$ cat src/rtl/dmem_pkg.sv
// -----------------------------------------------------------------------------
// dmem_pkg
// Shared types and constants for the data-memory access controller.
//   state_e   : controller FSM states (IDLE, REQ, WAIT_R, DONE)
//   F3_*      : funct3 encodings for access size and sign
//   access_t  : fields latched when an access is accepted
//   is_misaligned() : natural-alignment test used by the optional trap
//                     (DMEM_MISALIGN_TRAP_EN)
// -----------------------------------------------------------------------------
package dmem_pkg;

  typedef enum logic [1:0] {
    IDLE   = 2'd0,
    REQ    = 2'd1,
    WAIT_R = 2'd2,
    DONE   = 2'd3
  } state_e;

  localparam logic [2:0] F3_B  = 3'b000;
  localparam logic [2:0] F3_H  = 3'b001;
  localparam logic [2:0] F3_W  = 3'b010;
  localparam logic [2:0] F3_BU = 3'b100;
  localparam logic [2:0] F3_HU = 3'b101;

  typedef struct packed {
    logic [31:0] addr;
    logic        write;
    logic [2:0]  funct3;
  } access_t;

  // Halfwords must sit on an even byte, words on a word boundary.
  function automatic logic is_misaligned(input logic [2:0] funct3,
                                         input logic [1:0] addr_lo);
    logic mis;
    mis = 1'b0;
    case (funct3)
      F3_H, F3_HU: mis = addr_lo[0];
      F3_W:        mis = (addr_lo != 2'b00);
      default:     mis = 1'b0;
    endcase
    return mis;
  endfunction

endpackage

$ cat src/rtl/dmem_access_ctrl_if.sv
// -----------------------------------------------------------------------------
// dmem_access_ctrl_if
// Request/grant/read-valid memory bus between the access controller and the
// data memory.
//   mem_req/mem_we/mem_addr/mem_be/mem_wdata : controller -> memory
//   mem_gnt/mem_rvalid/mem_rdata             : memory -> controller
// Modports: master (controller side), slave (memory side).
// -----------------------------------------------------------------------------
interface dmem_access_ctrl_if;
  logic        mem_req;
  logic        mem_we;
  logic [31:0] mem_addr;
  logic [3:0]  mem_be;
  logic [31:0] mem_wdata;
  logic        mem_gnt;
  logic        mem_rvalid;
  logic [31:0] mem_rdata;

  modport master (
    output mem_req, mem_we, mem_addr, mem_be, mem_wdata,
    input  mem_gnt, mem_rvalid, mem_rdata
  );

  modport slave (
    input  mem_req, mem_we, mem_addr, mem_be, mem_wdata,
    output mem_gnt, mem_rvalid, mem_rdata
  );
endinterface

$ cat src/rtl/dmem_lane_align.sv
// -----------------------------------------------------------------------------
// dmem_lane_align
// Purely combinational byte-lane logic for sub-word accesses.
//   addr_lo    in  2   byte offset within the word
//   funct3     in  3   access size/sign
//   store_data in  32  register value to be stored
//   read_word  in  32  word returned by memory
//   byte_en    out 4   byte enables
//   store_word out 32  store data replicated onto every lane
//   load_word  out 32  selected lane, sign/zero extended
// Offset bits that do not matter for the access size are simply ignored, so a
// misaligned halfword/word behaves as if those bits were zero.
// -----------------------------------------------------------------------------
module dmem_lane_align
  import dmem_pkg::*;
(
  input  logic [1:0]  addr_lo,
  input  logic [2:0]  funct3,
  input  logic [31:0] store_data,
  input  logic [31:0] read_word,
  output logic [3:0]  byte_en,
  output logic [31:0] store_word,
  output logic [31:0] load_word
);

  logic [7:0]  byte_sel;
  logic [15:0] half_sel;

  assign byte_sel = read_word[{addr_lo, 3'b000} +: 8];
  assign half_sel = addr_lo[1] ? read_word[31:16] : read_word[15:0];

  always_comb begin
    byte_en    = 4'b1111;
    store_word = store_data;
    load_word  = read_word;
    case (funct3)
      F3_B: begin
        byte_en    = 4'b0001 << addr_lo;
        store_word = {4{store_data[7:0]}};
        load_word  = {{24{byte_sel[7]}}, byte_sel};
      end
      F3_BU: begin
        byte_en    = 4'b0001 << addr_lo;
        store_word = {4{store_data[7:0]}};
        load_word  = {24'h0, byte_sel};
      end
      F3_H: begin
        byte_en    = 4'b0011 << {addr_lo[1], 1'b0};
        store_word = {2{store_data[15:0]}};
        load_word  = {{16{half_sel[15]}}, half_sel};
      end
      F3_HU: begin
        byte_en    = 4'b0011 << {addr_lo[1], 1'b0};
        store_word = {2{store_data[15:0]}};
        load_word  = {16'h0, half_sel};
      end
      default: ;
    endcase
  end

endmodule

$ cat src/rtl/dmem_access_ctrl.sv
// -----------------------------------------------------------------------------
// dmem_access_ctrl
// MEM-stage data memory access controller. Accepts one load/store per
// Dcache_en pulse, runs it over a req/gnt/rvalid bus and stalls the pipeline
// until it completes.
//   clk, rst         : clock, asynchronous active-low reset
//   Dcache_en        : access request (first MEM cycle only)
//   Dcache_write     : 1 = store, 0 = load
//   D_address        : byte address
//   Read_data_2_MEM  : store data
//   funct3_MEM       : size/sign
//   Istall           : fetch-side stall (controller state is unaffected)
//   mem              : memory bus, master modport
//   Dstall           : pipeline hold while an access is outstanding
//   load_data        : extended load result, held until the next load
//   mem_misalign     : one-cycle misaligned-access pulse
// Optional feature: define DMEM_MISALIGN_TRAP_EN to trap misaligned H/W
// accesses instead of issuing them with the low address bits dropped.
// -----------------------------------------------------------------------------
module dmem_access_ctrl
  import dmem_pkg::*;
(
  input  logic                      clk,
  input  logic                      rst,
  input  logic                      Dcache_en,
  input  logic                      Dcache_write,
  input  logic [31:0]               D_address,
  input  logic [31:0]               Read_data_2_MEM,
  input  logic [2:0]                funct3_MEM,
  input  logic                      Istall,
  dmem_access_ctrl_if.master        mem,
  output logic                      Dstall,
  output logic [31:0]               load_data,
  output logic                      mem_misalign
);

  state_e      state_reg;
  access_t     acc_reg;
  logic [3:0]  mem_be_reg;
  logic [31:0] mem_wdata_reg;
  logic        mem_req_reg;
  logic [31:0] load_data_reg;
  logic        misalign_reg;

  logic        accept;
  logic        misalign_in;
  logic [1:0]  sel_addr_lo;
  logic [2:0]  sel_funct3;
  logic [3:0]  byte_en;
  logic [31:0] store_word;
  logic [31:0] load_word;
  logic        unused_inputs;

  // Istall only freezes the pipeline; every controller output already holds
  // its value across such stalls.
  assign unused_inputs = Istall;

  assign accept = (state_reg == IDLE) && Dcache_en;

`ifdef DMEM_MISALIGN_TRAP_EN
  assign misalign_in = is_misaligned(funct3_MEM, D_address[1:0]);
`else
  assign misalign_in = 1'b0;
`endif

  // One lane aligner serves both ends of an access: in IDLE it sees the
  // incoming request (byte enables / store data get registered), afterwards
  // it sees the latched fields (load extraction on the returned word).
  assign sel_addr_lo = (state_reg == IDLE) ? D_address[1:0] : acc_reg.addr[1:0];
  assign sel_funct3  = (state_reg == IDLE) ? funct3_MEM     : acc_reg.funct3;

  dmem_lane_align u_lane_align (
    .addr_lo    (sel_addr_lo),
    .funct3     (sel_funct3),
    .store_data (Read_data_2_MEM),
    .read_word  (mem.mem_rdata),
    .byte_en    (byte_en),
    .store_word (store_word),
    .load_word  (load_word)
  );

  always_ff @(posedge clk or negedge rst) begin
    if (!rst) begin
      state_reg     <= IDLE;
      acc_reg       <= '0;
      mem_be_reg    <= '0;
      mem_wdata_reg <= '0;
      mem_req_reg   <= 1'b0;
      load_data_reg <= '0;
      misalign_reg  <= 1'b0;
    end else begin
      case (state_reg)
        IDLE: begin
          if (accept) begin
            acc_reg.addr   <= D_address;
            acc_reg.write  <= Dcache_write;
            acc_reg.funct3 <= funct3_MEM;
            if (misalign_in) begin
              // Trapped access: never reaches the bus.
              misalign_reg <= 1'b1;
              state_reg    <= DONE;
            end else begin
              mem_be_reg    <= byte_en;
              mem_wdata_reg <= store_word;
              mem_req_reg   <= 1'b1;
              state_reg     <= REQ;
            end
          end
        end
        REQ: begin
          if (mem.mem_gnt) begin
            mem_req_reg <= 1'b0;
            if (acc_reg.write) begin
              state_reg <= DONE;
            end else if (mem.mem_rvalid) begin
              load_data_reg <= load_word;
              state_reg     <= DONE;
            end else begin
              state_reg <= WAIT_R;
            end
          end
        end
        WAIT_R: begin
          if (mem.mem_rvalid) begin
            load_data_reg <= load_word;
            state_reg     <= DONE;
          end
        end
        DONE: begin
          misalign_reg <= 1'b0;
          state_reg    <= IDLE;
        end
        default: state_reg <= IDLE;
      endcase
    end
  end

  // Stall rises combinationally on the accepting IDLE cycle so the pipeline
  // never advances past an access it has just handed over.
  assign Dstall = accept || (state_reg == REQ) || (state_reg == WAIT_R);

  assign mem.mem_req   = mem_req_reg;
  assign mem.mem_we    = acc_reg.write;
  assign mem.mem_addr  = {acc_reg.addr[31:2], 2'b00};
  assign mem.mem_be    = mem_be_reg;
  assign mem.mem_wdata = mem_wdata_reg;

  assign load_data    = load_data_reg;
  assign mem_misalign = misalign_reg;

endmodule

$ cat src/flat_wrapper.sv
// flat-port wrapper written by rule: the top's interface ports become plain ports
module dmem_access_ctrl_flat import dmem_pkg::*;
  (clk, rst, Dcache_en, Dcache_write, D_address, Read_data_2_MEM, funct3_MEM, Istall, Dstall, load_data, mem_misalign, mem_mem_req, mem_mem_we, mem_mem_addr, mem_mem_be, mem_mem_wdata, mem_mem_gnt, mem_mem_rvalid, mem_mem_rdata);
  dmem_access_ctrl_if mem_i ();
  input  logic clk;
  input  logic rst;
  input  logic Dcache_en;
  input  logic Dcache_write;
  input  logic [31:0] D_address;
  input  logic [31:0] Read_data_2_MEM;
  input  logic [2:0] funct3_MEM;
  input  logic Istall;
  output logic Dstall;
  output logic [31:0] load_data;
  output logic mem_misalign;
  output wire logic [$bits(mem_i.mem_req)-1:0] mem_mem_req;
  output wire logic [$bits(mem_i.mem_we)-1:0] mem_mem_we;
  output wire logic [$bits(mem_i.mem_addr)-1:0] mem_mem_addr;
  output wire logic [$bits(mem_i.mem_be)-1:0] mem_mem_be;
  output wire logic [$bits(mem_i.mem_wdata)-1:0] mem_mem_wdata;
  input wire logic [$bits(mem_i.mem_gnt)-1:0] mem_mem_gnt;
  input wire logic [$bits(mem_i.mem_rvalid)-1:0] mem_mem_rvalid;
  input wire logic [$bits(mem_i.mem_rdata)-1:0] mem_mem_rdata;
  assign mem_mem_req = mem_i.mem_req;
  assign mem_mem_we = mem_i.mem_we;
  assign mem_mem_addr = mem_i.mem_addr;
  assign mem_mem_be = mem_i.mem_be;
  assign mem_mem_wdata = mem_i.mem_wdata;
  assign mem_i.mem_gnt = mem_mem_gnt;
  assign mem_i.mem_rvalid = mem_mem_rvalid;
  assign mem_i.mem_rdata = mem_mem_rdata;
  dmem_access_ctrl u_core (.clk(clk), .rst(rst), .Dcache_en(Dcache_en), .Dcache_write(Dcache_write), .D_address(D_address), .Read_data_2_MEM(Read_data_2_MEM), .funct3_MEM(funct3_MEM), .Istall(Istall), .mem(mem_i), .Dstall(Dstall), .load_data(load_data), .mem_misalign(mem_misalign));
endmodule
$ cat config.mk
export PLATFORM = sky130hd
export DESIGN_NAME = dmem_access_ctrl_flat
export DESIGN_NICKNAME = d
export VERILOG_FILES = /design/src/rtl/dmem_pkg.sv /design/src/rtl/dmem_access_ctrl_if.sv /design/src/rtl/dmem_lane_align.sv /design/src/rtl/dmem_access_ctrl.sv /design/src/flat_wrapper.sv
export SDC_FILE = /design/constraint.sdc
export NUM_CORES = 1
export LEC_CHECK = 0
export CORE_ASPECT_RATIO = 1.4
export CORE_MARGIN = 2
export CORE_UTILIZATION = 36
export CTS_CLUSTER_SIZE = 20
export DETAILED_ROUTE_END_ITERATION = 10
export MAX_ROUTING_LAYER = met4
export PLACE_DENSITY_LB_ADDON = 0.08
export SYNTH_ARGS = -nofsm -noshare
export SYNTH_HDL_FRONTEND = slang
export SYNTH_HIERARCHICAL = 1
export SYNTH_SLANG_ARGS = --single-unit
$ cat constraint.sdc
create_clock -name clk -period 4.3 [get_ports clk]
set_input_delay 0.43 -clock clk [delete_from_list [all_inputs] [get_ports clk]]
set_output_delay 0.43 -clock clk [all_outputs]
set_load 0.005 [all_outputs]
==> flow_metrics.tcl, run 1 <==
set metrics [dict create \
    grt_pass1_wl_um 24500 \
    synth-edff-count 0 \
    row_count 54 \
    ys_warn_count 6 \
    cts_tree "built" \
    p_total_w 0.00601 \
    synthFlopType "dfrtp_1" \
    routabilityCongestion 0.827 \
    maxSlewViolCount 0 \
    synth_area_um2 5790 \
    clock.fmax_mhz 318 \
    wl_um 15300 \
    n_antenna_cell 0 \
    hold_path_class "input pin to asynchronous set/reset pin" \
    nFillCells 1445 \
    ys_top_cells_by_area "dfrtp_1 46%, mux2_2 15%, mux2_4 8.3%" \
    io_pins 210 \
    cts_setup_buffers 0 \
    root_buffer "clkbuf_16" \
    leakage_nw 3.41 \
    layout_commonest_cell "clkdlybuf4s50_1" \
    first_global_vias 4541 \
    tns_ns 0 \
    syn_to_final_growth_pct 36.4 \
    vias_per_cell 5.04 \
    synth-seq-cells 107 \
    wl_per_cell_um 18.5 \
    finClkSkew_ns 0.00604 \
    cts_made_buffers 9 \
    relSlewSlack_pct 31.2 \
    dieArea_um2 17100 \
    chipWidth_um 111 \
    h-tree-depth 3 \
    cts_sinks 107 \
    cts_buffer_depth 2 \
    grt_max_degree 77 \
    hold_viol_final 0 \
    grt-ovfl-total 0 \
    syn_inst 475 \
    antenna_found_initial 0 \
    synth.yosys.seq_area_share_pct 46.2 \
    cts_resized 0 \
    drtAntennaViolNets 0 \
    dr.pass1.iters 5 \
    hold_buffers 0 \
    vias 4161 \
    cp.arrival_ns 3.44 \
    power_density_nw_per_um2 760 \
    cap_violations 0 \
    clkTransAtPathRegs_ns 0.07 \
    core_um2 15700 \
    required_ns 4.59 \
    insertion_delay_ns 0.35 \
    path_max_fanout 40 \
    design_area_um2 7910 \
    die_h_um 154 \
    dpl.hpwl_um 10700 \
    synth_top_area_share_pct 46.2 \
    tightest_slew_ns 1.03 \
    period_share_pct 73.2 \
    rsz0062_at_grt "false" \
    ir_drop_v 0.000292 \
    endpoint_kind "flop" \
    io_buffers 205 \
    async_flop_share_pct 100 \
    start_util_pct 37.0 \
    grt_usage_pct 18.6 \
    avgSynthCellArea_um2 12.2 \
    synth_cell_type_count 39 \
    fin_crit_ns 3.15 \
    setup_violations 0 \
    drc_errors 0 \
    dpl_cell_area_um2 7640 \
    drive_gt1_share_pct 21.0 \
    r2r_cells 8 \
    outcome "finished, final reports clean" \
    path_class "flop to flop" \
    dr.first_iter.drc_count 201 \
    worst_hold_slack_ns 0.226 \
    final_cell_mix "204 x clkdlybuf4s50_1, 107 x dfrtp_1, 76 x mux2_2" \
    nets 736 \
    worstSetupStartpointType "flop" \
    synth_top_cell_by_area "dfrtp_1" \
]
-- path summary, 6_finish.rpt --
check | from | to | slack [ns]
max | u_core/state_reg[0] | u_core/load_data[8] | 1.15
min | rst | u_core/mem.mem_addr[23] | 0.23
max reg2reg | u_core/state_reg[0] | u_core/load_data[8] | 1.15
min reg2reg | u_core/mem.mem_addr[15] | u_core/mem.mem_addr[15] | 0.49
max in group asynchronous | rst | u_core/mem.mem_addr[30] | 3.03
min in group clk | u_core/mem.mem_addr[15] | u_core/mem.mem_addr[15] | 0.49
-- critical path, stage by stage (launching register included) --
cell and delay [ns]:
dfrtp_1 0.42, inv_1 0.14, ha_1 0.40, mux2_2 0.65
buf_4 0.32, nor2b_1 0.46, a22oi_1 0.16, o221ai_1 0.32
mux2_4 0.21
-- where the power goes --
group	internal, W	switching [W]
clock network	0.000405	0.000375
registers	0.00153	0.000266
logic	0.00202	0.00142
total	0.00395	0.00206
-- metal layers --
layer / global-route usage [%] / vias up / wire, um
met2: 31.6 / 171 / 7920
met5: - / - / 0
met1: 21.6 / 2038 / 5950
li1: - / 1937 / -
met4: 6.70 / 0 / 247
met3: 4.06 / 15 / 1170
-- cells by family after synthesis --
| family | after synthesis | synth area share, % |
|---|---|---|
| compound gates | 60 | 8.14 |
| fa+ha+maj | 4 | 0.864 |
| buf+inv | 77 | 8.92 |
| flops | 107 | 46.2 |
| mux | 138 | 28.5 |
| other cells | 1 | 0.0647 |
| simple gates | 88 | 7.28 |
-- stage by stage --
stage | utilization, % | setup WS [ns] | instances
final | 50.4 | 1.15 | 825
after global routing | 50.4 | 0.904 | 825
after CTS | 50.4 | 1.14 | 825
after detailed placement | 48.7 | 1.16 | 811
after global placement | 48.7 | 1.20 | 811
after floorplan | - | 1.75 | 477
-- area by class of cell --
class | instances | area, um^2 | share of cell area (%)
flip-flops and latches | 107 | 2680 | 33.9
multi-input cells | 293 | 2620 | 33.1
repair buffers | 209 | 2080 | 26.3
well taps | 196 | 245 | 3.10
clock buffers | 11 | 243 | 3.07
clock inverters | 3 | 23.8 | 0.301
inverters | 6 | 22.5 | 0.285
-- synthesized netlist by cell type, types with 2 or more instances --
library cell,count
mux2_2,76
nand2_1,42
nand2b_1,4
a221o_1,7
a22oi_1,7
inv_1,6
buf_2,14
mux2_1,13
o21bai_1,4
mux2i_1,17
o22ai_1,17
clkbuf_1,7
buf_6,6
dfrtp_1,107
nor3_1,2
mux2_4,32
o221ai_1,7
nor2b_1,21
buf_4,44
o21ai_0,8
nor2_1,12
or2_2,2
ha_1,4
(Power assumes the default switching activity.)
==> run 2, diff against run 1 <==
Clock period 4.3 ns to 3.2 ns, I/O delays scaled along.
==> run 2 against run 1 <==
Net effect:
- sequential power increased by 35%
- final area increased by 1.9%
- worst hold slack improved by 0.26 ns
- global-route usage decreased by 0.22 points
- largest cell class unchanged
- sequential cell count unchanged
==> flow_metrics.tcl, run 2 (same netlist as run 1, synthesis figures left out) <==
set metrics [dict create \
    outcome "finished, final reports clean" \
    start_util_pct 37.0 \
    n_antenna_cell 0 \
    io_buffers 205 \
    cts_setup_buffers 0 \
    period_share_pct 87.8 \
    setup_violations 0 \
    layout_commonest_cell "clkdlybuf4s50_1" \
    grt_pass1_wl_um 24100 \
    endpoint_kind "flop" \
    setup_ws_ns 0.389 \
    crit_slowest_cell "mux2_2" \
    wl_met3_um 873 \
    cts_sinks 107 \
    cap_violations 0 \
    hold_path_class "input pin to asynchronous set/reset pin" \
    dieArea_um2 17100 \
    grt_usage_pct 18.4 \
    row_count 54 \
    finClkSkew_ns 0.00871 \
    nets 745 \
    tightest_slew_ns 0.703 \
    grt-ovfl-total 0 \
    final_cell_mix "204 x clkdlybuf4s50_1, 107 x dfrtp_1, 76 x mux2_2" \
    die_h_um 154 \
    relSlewSlack_pct 53.1 \
    dpl.hpwl_um 11100 \
    routed.top_layer "met4" \
    drc_errors 0 \
    dr_wl_met2_um 7950 \
    vias 4193 \
    tns_ns 0 \
    critical_path.most_common_cell "mux2_4" \
    insertion_delay_ns 0.35 \
    maxSlewViolCount 0 \
    met1_length_um 6360 \
    dr.first_iter.drc_count 212 \
    drive_gt1_share_pct 22.3 \
    antenna_found_initial 0 \
    nFillCells 1432 \
    dr.pass1.iters 6 \
    required_ns 3.44 \
    clock.fmax_mhz 356 \
    fin_crit_ns 2.81 \
    first_global_vias 4476 \
    leakage_nw 3.50 \
    routabilityCongestion 0.826 \
    h-tree-depth 3 \
    drtAntennaViolNets 0 \
    path_class "flop to flop" \
    path_cells "inv_1 > ha_1 > mux2_2 > mux2_4 > a22oi_4 > buf_12 > o221ai_1 > mux2_4" \
    rsz0062_at_grt "false" \
    wl_per_cell_um 18.4 \
    hold_viol_final 0 \
    wl_um 15400 \
    clkTransAtPathRegs_ns 0.08 \
    io_pins 210 \
    slowest_delay_ns 0.44 \
    cts_made_buffers 9 \
    syn_to_final_growth_pct 39.0 \
    power_density_nw_per_um2 1030 \
    cts_buffer_depth 2 \
    worstSetupStartpointType "flop" \
    cts_tree "built" \
    chipWidth_um 111 \
    cts_resized 0 \
    grt_max_degree 44 \
    ir_drop_v 0.000390 \
    root_buffer "clkbuf_16" \
    vias_per_cell 5.02 \
    hold_buffers 1 \
    path_max_fanout 18 \
    cp.arrival_ns 3.05 \
    place_ws_ns 0.380 \
    core_um2 15700 \
]
## run 2: worst paths after layout
path / startpoint / endpoint / slack [ns] / depth (start not counted)
setup / recovery: u_core/state_reg[0] / u_core/load_data[8] / 0.39 / 8
hold / removal: rst / u_core/mem.mem_addr[22] / 0.49 / 2
setup reg to reg: u_core/state_reg[0] / u_core/load_data[8] / 0.39 / 8
hold reg to reg: u_core/mem.mem_addr[14] / u_core/mem.mem_addr[14] / 0.50 / 1
max in group asynchronous: rst / u_core/mem.mem_wdata[11] / 1.93 / 3
min in group clk: u_core/mem.mem_addr[14] / u_core/mem.mem_addr[14] / 0.50 / 1
## run 2: stage by stage
| stage | std cells | hold slack, ns | total power, W | instance area (um^2) | utilization (%) |
|---|---|---|---|---|---|
| floorplan | 477 | 0.0244 | 0.00538 | 5800 | - |
| detailed placement | 819 | 0.349 | 0.00722 | 7740 | 49.4 |
| global placement | 819 | 0.342 | 0.00713 | 7740 | 49.4 |
| finish | 836 | 0.490 | 0.00832 | 8060 | 51.4 |
| CTS | 836 | 0.503 | 0.00845 | 8060 | 51.4 |
| global route | 836 | 0.518 | 0.00888 | 8060 | 51.4 |
## run 2: worst max-delay path: cells and delay by family, from the launching register on
family / cells / cell delay (ns)
DFF: 1 / 0.42
buffers and inverters: 2 / 0.33
AOI/OAI and AO/OA: 2 / 0.47
muxes: 3 / 1.09
adders and majority gates: 1 / 0.39
## run 2: layout make-up
cell class | count | area, um^2 | area share, %
clock buffers | 10 | 239 | 2.97
clock inverters | 6 | 68.8 | 0.854
inverters | 6 | 22.5 | 0.280
multi-input cells | 293 | 2620 | 32.5
flip-flops and latches | 107 | 2680 | 33.2
well taps | 196 | 245 | 3.04
repair buffers | 218 | 2190 | 27.2
## run 2: where the power goes
part           internal (W)  total, W  switching, W
clock network      0.000638   0.00117      0.000535
logic               0.00281   0.00474       0.00193
registers           0.00205   0.00241      0.000364
total               0.00550   0.00832       0.00283
## run 2: per-layer routing
| metal | global-route usage, % | up-vias |
|---|---|---|
| li1 | - | 1958 |
| met1 | 21.3 | 2082 |
| met2 | 31.9 | 139 |
| met3 | 3.74 | 14 |
| met4 | 5.70 | 0 |
| met5 | - | - |
==> run 3, diff against run 2 <==
Settings changed: CORE_UTILIZATION 36 to 40.
==> run 3 against run 2 <==
Net effect:
- register-to-register slack gained 0.02 ns
- core utilization is 5.1 points higher
- die area shrank 9.7%
- power grew 1.9%
- sequential share of layout area decreased by 0.14 points
- final area rose by 0.42%
- non-clock buffer count is 1 lower
- critical endpoint is now u_core/load_data[17]
==> flow_metrics.tcl, run 3 (same netlist as run 1, synthesis figures left out) <==
set metrics [dict create \
    cts_setup_buffers 0 \
    hold_buffers 0 \
    dieArea_um2 15500 \
    endpoint_kind "flop" \
    io_pins 210 \
    nets 744 \
    path_class "flop to flop" \
    vias_per_cell 5.05 \
    routabilityCongestion 0.768 \
    cts_tree "built" \
    syn_to_final_growth_pct 39.6 \
    rsz0062_at_grt "false" \
    dr.pass1.iters 4 \
    r2r_cells 7 \
    power_density_nw_per_um2 1050 \
    relSlewSlack_pct 51.0 \
    antenna_found_initial 0 \
    core_um2 14300 \
    first_global_vias 4540 \
    drive_gt1_share_pct 22.4 \
    worstSetupStartpointType "flop" \
    period_share_pct 87.1 \
    cap_violations 0 \
    ff2ff_setup_slack_ns 0.41 \
    leakage_nw 3.52 \
    start_util_pct 40.5 \
    hold_path_class "input pin to asynchronous set/reset pin" \
    chipWidth_um 106 \
    cts_made_buffers 9 \
    row_count 52 \
    hold_viol_final 0 \
    drtAntennaViolNets 0 \
    reg2reg_to "u_core/load_data[17]" \
    grt-ovfl-total 0 \
    outcome "finished, final reports clean" \
    grt_max_degree 56 \
    dpl.hpwl_um 10600 \
    ir_drop_v 0.000503 \
    fin_crit_ns 2.79 \
    clkTransAtPathRegs_ns 0.07 \
    n_antenna_cell 0 \
    vias 4185 \
    cts_sinks 107 \
    tns_ns 0 \
    root_buffer "clkbuf_16" \
    wl_per_cell_um 17.7 \
    setup_ws_ns 0.412 \
    layout_commonest_cell "clkdlybuf4s50_1" \
    required_ns 3.43 \
    setup_violations 0 \
    h-tree-depth 3 \
    worst_hold_slack_ns 0.0111 \
    dr.first_iter.drc_count 134 \
    rr_startpoint "u_core/state_reg[0]" \
    maxSlewViolCount 0 \
    drc_errors 0 \
    path_max_fanout 17 \
    place_ws_ns 0.379 \
    finClkSkew_ns 0.00417 \
    tightest_slew_ns 0.735 \
    cts_resized 0 \
    insertion_delay_ns 0.34 \
    final_cell_mix "204 x clkdlybuf4s50_1, 107 x dfrtp_1, 76 x mux2_2" \
    io_buffers 205 \
    grt_usage_pct 19.9 \
    die_h_um 146 \
    cts_buffer_depth 2 \
    wl_um 14700 \
    grt_pass1_wl_um 23500 \
    clock.fmax_mhz 359 \
    cp.arrival_ns 3.02 \
]
run 3: critical path, cell delays in order (launching register included):
cell and delay, ns:
dfrtp_1 0.42, inv_1 0.14, ha_1 0.26, mux2_2 0.54
mux2_4 0.37, a31oi_4 0.47, o22ai_1 0.17, mux2_4 0.29
run 3: how the worst max path moves through the flow:
| stage | startpoint | to | depth (start not counted) |
|---|---|---|---|
| global placement | u_core/state_reg[0] | u_core/load_data[31] | 7 |
| CTS | u_core/state_reg[0] | u_core/load_data[31] | 7 |
| global route | u_core/state_reg[0] | u_core/load_data[17] | 7 |
| floorplan | u_core/state_reg[0] | u_core/load_data[16] | 10 |
| detailed placement | u_core/state_reg[0] | u_core/load_data[31] | 7 |
| finish | u_core/state_reg[0] | u_core/load_data[17] | 7 |
run 3: metrics by stage:
stage	total power [W]	instances	util, %	instance area, um^2
floorplan	0.00538	477	-	5800
global placement	0.00708	812	53.9	7720
detailed placement	0.00718	812	53.9	7720
CTS	0.00861	828	56.5	8090
global route	0.00906	828	56.5	8090
finish	0.00848	828	56.5	8090
run 3: routing by layer:
| layer | GRT usage [%] | share of wire [%] |
|---|---|---|
| met1 | 23.3 | 40 |
| met2 | 34.2 | 51 |
| met3 | 4.87 | 7.0 |
| met4 | 4.87 | 1.4 |
| met5 | - | 0 |
run 3: report_power, final:
part / leakage, nW / switching [W] / total [W] / internal (W)
registers: 1.28 / 0.000358 / 0.00241 / 0.00205
clock network: 0.183 / 0.000513 / 0.00138 / 0.000867
logic: 2.06 / 0.00189 / 0.00469 / 0.00280
total: 3.52 / 0.00276 / 0.00848 / 0.00572
run 3: layout make-up:
cell class                      count  area (um^2)
Timing Repair Buffer              217         2160
Tap cell                          189          236
Fill cell                        1273         6220
Clock inverter                      6          134
Inverter                            6         22.5
Multi-Input combinational cell    293         2620
Sequential cell                   107         2680
Clock buffer                       10          239
